`src/rtl/writeback_arb_if.sv`:
```
// X__W producer bundle plus register-file write port and commit notification
// for the writeback arbiter.
interface writeback_arb_if #(
  parameter int unsigned p_num_pipes    = 2,
  parameter int unsigned p_seq_num_bits = 5
);
  logic [p_num_pipes-1:0]                     X_val;
  logic [p_num_pipes-1:0]                     X_rdy;
  logic [p_num_pipes-1:0][31:0]               X_pc;
  logic [p_num_pipes-1:0][p_seq_num_bits-1:0] X_seq_num;
  logic [p_num_pipes-1:0][4:0]                X_waddr;
  logic [p_num_pipes-1:0][31:0]               X_wdata;
  logic [p_num_pipes-1:0]                     X_wen;

  logic                      rf_wen;
  logic [4:0]                rf_waddr;
  logic [31:0]               rf_wdata;
  logic                      commit_val;
  logic                      commit_rdy;
  logic [31:0]               commit_pc;
  logic [p_seq_num_bits-1:0] commit_seq_num;

  // Producers/commit consumer side
  modport master (
    output X_val, X_pc, X_seq_num, X_waddr, X_wdata, X_wen, commit_rdy,
    input  X_rdy, rf_wen, rf_waddr, rf_wdata, commit_val, commit_pc, commit_seq_num
  );

  // Arbiter side
  modport slave (
    input  X_val, X_pc, X_seq_num, X_waddr, X_wdata, X_wen, commit_rdy,
    output X_rdy, rf_wen, rf_waddr, rf_wdata, commit_val, commit_pc, commit_seq_num
  );
endinterface

```
`src/rtl/writeback_arb.sv`:
```
// Writeback receiver: round-robin arbitration over X__W producers into a single
// W register that drives the RF write port and the commit notification.
module writeback_arb #(
  parameter int unsigned p_num_pipes    = 2,
  parameter int unsigned p_seq_num_bits = 5
) (
  input  logic            clk,
  input  logic            rst,
  writeback_arb_if.slave  bus
);

  localparam int unsigned PTR_W = (p_num_pipes > 1) ? $clog2(p_num_pipes) : 1;

  logic                      w_valid;
  logic [31:0]               w_pc;
  logic [p_seq_num_bits-1:0] w_seq;
  logic [4:0]                w_waddr;
  logic [31:0]               w_wdata;
  logic                      w_wen;
  logic [PTR_W-1:0]          rr_ptr;

  logic                      fire;
  logic                      free;
  logic                      found;
  logic                      accept;
  logic [PTR_W-1:0]          cand;
  logic [PTR_W-1:0]          gnt;
  logic [PTR_W-1:0]          rr_next;
  logic [p_num_pipes-1:0]    grant;

  assign fire   = w_valid && bus.commit_rdy;
  assign free   = !w_valid || fire;
  assign accept = rst && free && found;

  // First requester at or after rr_ptr, wrapping
  always_comb begin
    found = 1'b0;
    cand  = '0;
    gnt   = '0;
    grant = '0;
    for (int k = 0; k < int'(p_num_pipes); k++) begin
      cand = PTR_W'((int'(rr_ptr) + k) % int'(p_num_pipes));
      if (!found && bus.X_val[cand]) begin
        found = 1'b1;
        gnt   = cand;
      end
    end
    if (found) grant[gnt] = 1'b1;
  end

  assign rr_next = PTR_W'((int'(gnt) + 1) % int'(p_num_pipes));

  // X_rdy gated by rst so nothing handshakes while reset is asserted
  assign bus.X_rdy = (rst && free) ? grant : '0;

  always_ff @(posedge clk or negedge rst) begin
    if (!rst) begin
      w_valid <= 1'b0;
      w_pc    <= '0;
      w_seq   <= '0;
      w_waddr <= '0;
      w_wdata <= '0;
      w_wen   <= 1'b0;
      rr_ptr  <= '0;
    end else if (accept) begin
      w_valid <= 1'b1;
      w_pc    <= bus.X_pc[gnt];
      w_seq   <= bus.X_seq_num[gnt];
      w_waddr <= bus.X_waddr[gnt];
      w_wdata <= bus.X_wdata[gnt];
      w_wen   <= bus.X_wen[gnt];
      rr_ptr  <= rr_next;
    end else if (fire) begin
      w_valid <= 1'b0;
    end
  end

  // x0 writes still commit but never strobe the register file
  assign bus.rf_wen         = fire && w_wen && (w_waddr != 5'd0);
  assign bus.rf_waddr       = w_waddr;
  assign bus.rf_wdata       = w_wdata;
  assign bus.commit_val     = w_valid;
  assign bus.commit_pc      = w_pc;
  assign bus.commit_seq_num = w_seq;

endmodule

```
`src/flat_wrapper.sv`:
```
// flat-port wrapper written by rule: the top's interface ports become plain ports
module writeback_arb_flat 
#(
  parameter int unsigned p_num_pipes    = 2,
  parameter int unsigned p_seq_num_bits = 5
)
  (clk, rst, bus_X_val, bus_X_pc, bus_X_seq_num, bus_X_waddr, bus_X_wdata, bus_X_wen, bus_commit_rdy, bus_X_rdy, bus_rf_wen, bus_rf_waddr, bus_rf_wdata, bus_commit_val, bus_commit_pc, bus_commit_seq_num);
  writeback_arb_if #(.p_num_pipes(p_num_pipes), .p_seq_num_bits(p_seq_num_bits)) bus_i ();
  input  logic clk;
  input  logic rst;
  input wire logic [$bits(bus_i.X_val)-1:0] bus_X_val;
  input wire logic [$bits(bus_i.X_pc)-1:0] bus_X_pc;
  input wire logic [$bits(bus_i.X_seq_num)-1:0] bus_X_seq_num;
  input wire logic [$bits(bus_i.X_waddr)-1:0] bus_X_waddr;
  input wire logic [$bits(bus_i.X_wdata)-1:0] bus_X_wdata;
  input wire logic [$bits(bus_i.X_wen)-1:0] bus_X_wen;
  input wire logic [$bits(bus_i.commit_rdy)-1:0] bus_commit_rdy;
  output wire logic [$bits(bus_i.X_rdy)-1:0] bus_X_rdy;
  output wire logic [$bits(bus_i.rf_wen)-1:0] bus_rf_wen;
  output wire logic [$bits(bus_i.rf_waddr)-1:0] bus_rf_waddr;
  output wire logic [$bits(bus_i.rf_wdata)-1:0] bus_rf_wdata;
  output wire logic [$bits(bus_i.commit_val)-1:0] bus_commit_val;
  output wire logic [$bits(bus_i.commit_pc)-1:0] bus_commit_pc;
  output wire logic [$bits(bus_i.commit_seq_num)-1:0] bus_commit_seq_num;
  assign bus_i.X_val = bus_X_val;
  assign bus_i.X_pc = bus_X_pc;
  assign bus_i.X_seq_num = bus_X_seq_num;
  assign bus_i.X_waddr = bus_X_waddr;
  assign bus_i.X_wdata = bus_X_wdata;
  assign bus_i.X_wen = bus_X_wen;
  assign bus_i.commit_rdy = bus_commit_rdy;
  assign bus_X_rdy = bus_i.X_rdy;
  assign bus_rf_wen = bus_i.rf_wen;
  assign bus_rf_waddr = bus_i.rf_waddr;
  assign bus_rf_wdata = bus_i.rf_wdata;
  assign bus_commit_val = bus_i.commit_val;
  assign bus_commit_pc = bus_i.commit_pc;
  assign bus_commit_seq_num = bus_i.commit_seq_num;
  writeback_arb #(.p_num_pipes(p_num_pipes), .p_seq_num_bits(p_seq_num_bits)) u_core (.clk(clk), .rst(rst), .bus(bus_i));
endmodule
```
`config.mk`:
```
export PLATFORM = sky130hd
export DESIGN_NAME = writeback_arb_flat
export DESIGN_NICKNAME = d
export VERILOG_FILES = /design/src/rtl/writeback_arb_if.sv /design/src/rtl/writeback_arb.sv /design/src/flat_wrapper.sv
export SDC_FILE = /design/constraint.sdc
export NUM_CORES = 1
export LEC_CHECK = 0
export CORE_MARGIN = 1
export CORE_UTILIZATION = 35
export DETAILED_ROUTE_END_ITERATION = 12
export PLACE_DENSITY_LB_ADDON = 0.2
export SKIP_LAST_GASP = 1
export SLEW_MARGIN = 40
export SYNTH_ARGS = -nofsm -noshare
export SYNTH_HDL_FRONTEND = slang
export SYNTH_SLANG_ARGS = --single-unit
```
`constraint.sdc`:
```
create_clock -name clk -period 2 [get_ports clk]
set_clock_uncertainty 0.1 [all_clocks]
set_input_delay 0.2 -clock clk [delete_from_list [all_inputs] [get_ports clk]]
set_output_delay 0.2 -clock clk [all_outputs]
set_load 0.1 [all_outputs]
```
==> results.yml <==
global_route:
  grt_pass1_vias: 3666
  antenna_found_initial: 1
  track_usage: 0.219
  grt_pass1_wl_mm: 19.2
  grt-ovfl-total: 0
  grt_max_degree: 71
floorplanning:
  die_h_um: 106
  die_x_um: 106
  start_util: 0.363
  io_pins: 233
  rows: 37
  die_area_um2: 11200
  core_um2: 10400
yosys:
  postSynthAreaPerCell_um2: 13.4
  synth_most_common_cell: "dfrtp_1"
  synth_common_cells: "dfrtp_1 (77), nand4b_1 (75), o221a_1 (73)"
  synth_top_area_frac: 0.510
  netlist_area_um2: 3780
  synth_area_leaders: "dfrtp_1 (51%), o221a_1 (22%), nand4b_1 (17%)"
  ys_ff_latch: 77
  synth_edf_count: 0
  ys_async_sr_fraction: 1.00
  ys.warnings.count: 0
  synthFlopType: "dfrtp_1"
  yosys.area.top_type: "dfrtp_1"
  synthCells: 283
  syn_nets: 438
  synth_cell_types: 21
  ys_seq_area_frac: 0.510
finish:
  synthToLayoutAreaGrowth_pct: 68.6
  fin_cells: 645
  drive_gt1_frac: 0.242
  final_util: 0.612
  final_nets: 658
setup_path:
  crit_path_max_incr_delay_ps: 550
  start_kind: "input pin"
  cp_cell_sequence: "dlygate4sd3_1, buf_4, o2111ai_4, buf_12, clkinvlp_4, buf_12"
  critical_path_arrival_ps: 1620
  crit_slowest_cell: "dlygate4sd3_1"
  path_max_fanout: 27
  cp_top_family: "buffers and inverters"
  required_ps: 1700
  cp_num_buf_inv: 5
  cp-end-kind: "output port"
  critical_path_class: "in -> out"
  cp_common_cell: "buf_12"
sta:
  fmax_mhz: 522
  tightest_slew_ps: 485
  final-hold-violation-count: 0
  slew_violations: 0
  maxSlewHeadroom: 0.677
  period_share: 0.959
  fin_crit_ps: 1920
  finalSetupViolations: 0
  rsz0062_at_grt: "false"
clocking:
  clockRootBuffer: "clkbuf_8"
  cts.sinks: 77
  numCtsBuffers: 9
  post_cts_buffers: 0
  clk_path_buf_depth: 2
  cts_tree: "built"
  path_clk_slew_ps: 80
  clock_insertion_delay_worst_skew_ps: 340
  cts_htree_levels: 3
pwr:
  vdd_drop_max_uv: 701
  leakage_nw: 2.40
  powerDensity_nw_per_um2: 1190
route:
  ant_nets: 0
  wl_per_cell_um: 19.0
  drtIter0Drc: 193
  vias: 3572
  totalWireLength_mm: 12.3
  remaining_drc_errors: 0
  drt-vias-per-instance: 5.54
  drt_pre_antenna_iters: 4
worst_hold_path:
  hold_class: "in -> async"
outcome:
  status: "completed"
placement:
  hpwl_mm: 8.68
  gp_congestion: 0.798
  place_inst: 627
  io_buffers: 232
job:
  drv_cap: 0
cell type report:
type,count,area [um2]
Inverter,2,11.3
Sequential cell,77,1930
Timing Repair Buffer,251,2360
Antenna cell,1,2.50
Tap cell,136,170
Multi-Input combinational cell,162,1630
Clock inverter,6,134
Clock buffer,10,138
Fill cell,859,4040
power breakdown:
group,internal (mW),switching (mW),total [mW]
combinational,1.05,2.88,3.93
sequential,1.87,0.215,2.09
clock,0.990,0.583,1.57
per-layer routing:
metal,share of wire,vias up,wire [um],track usage
met1,0.44,1744,5390,0.290
li1,-,1646,-,-
met3,0.067,16,817,0.0521
met2,0.47,166,5820,0.351
met5,0,-,0,0
met4,0.020,0,246,0.0784
worst reg2reg max path, cell delays in order, from the launching register on:
cell,delay [ps]
dfrtp_4,510
nand2b_4,110
o211a_2,220
buf_4,370
o221a_1,270
state kept, by name (all words and copies together), names as in the netlist:
name                       count
u_core.bus.commit_pc          32
u_core.bus.commit_val          1
u_core.bus.rf_wdata           32
u_core.bus.commit_seq_num      5
u_core.bus.rf_waddr            5
u_core.rr_ptr                  1
u_core.w_wen                   1
placed cells by master (no fill, tap or decap):
| cell type | netlist | final |
|---|---|---|
| dfrtp_1 | 77 | 76 |
| nor2_1 | 1 | 1 |
| bufinv_16 | 0 | 4 |
| clkbuf_8 | 0 | 10 |
| nand2b_4 | 0 | 1 |
| inv_1 | 2 | 1 |
| buf_4 | 2 | 89 |
| buf_12 | 0 | 7 |
| nand2_1 | 1 | 1 |
| clkdlybuf4s50_1 | 0 | 153 |
| a21boi_4 | 0 | 1 |
| o2111ai_4 | 0 | 1 |
| o211ai_1 | 1 | 1 |
| nor3_1 | 1 | 1 |
| nand4b_1 | 75 | 75 |
| clkinv_2 | 0 | 1 |
| nand3_1 | 1 | 1 |
| and3_2 | 0 | 1 |
| clkinvlp_4 | 0 | 1 |
| o221a_1 | 73 | 73 |
| diode_2 | 0 | 1 |
| a21oi_4 | 0 | 1 |
| clkinv_4 | 0 | 1 |
| a21o_1 | 1 | 1 |
| buf_6 | 10 | 1 |
| o211a_2 | 0 | 1 |
| o221a_2 | 2 | 2 |
| dfrtp_4 | 0 | 1 |
| dlygate4sd3_1 | 0 | 1 |
path summary, 6_finish.rpt:
check / startpoint / end / slack (ps) / cells after the start
hold / removal: rst / u_core.bus.commit_seq_num[4] / 340 / 3
setup / recovery: rst / bus_X_rdy[1] / 80 / 6
hold reg to reg: u_core.bus.rf_wdata[0] / u_core.bus.rf_wdata[0] / 460 / 1
min in group clk: bus_X_pc[39] / u_core.bus.commit_pc[7] / 380 / 2
setup reg to reg: u_core.bus.commit_val / u_core.bus.commit_pc[5] / 350 / 4
max in group asynchronous: rst / u_core.bus.commit_pc[17] / 1030 / 3
stage by stage:
stage / total power [mW] / hold slack, ps / setup WS, ps / setup TNS (ps) / area, um2
final: 7.59 / 342 / 82.9 / 0 / 6370
after global routing: 7.85 / 351 / 35.1 / 0 / 6370
after CTS: 7.65 / 355 / 65.4 / 0 / 6360
after detailed placement: 6.06 / 168 / 17.6 / 0 / 6080
after global placement: 6.02 / 161 / 60.9 / 0 / 6080
after floorplan: 4.97 / -196 / -50.8 / -50.8 / 3800
cells by family (layout without fill, tap and decap cells):
family	count (synthesis)	in the layout	synth area share
AOI/OAI and AO/OA	81	81	0.238
buffers and inverters	44	269	0.0705
DFF	77	77	0.510
other	0	1	0
and+or+nand+nor	81	81	0.182
what timing repair did:
item | CTS | global route
hold buffers | 1 | 0
resized for setup | 0 | 2
endpoints found under the setup margin | 0 | 2
endpoints found under the hold margin | 77 | 0
(Power assumes the default switching activity.)
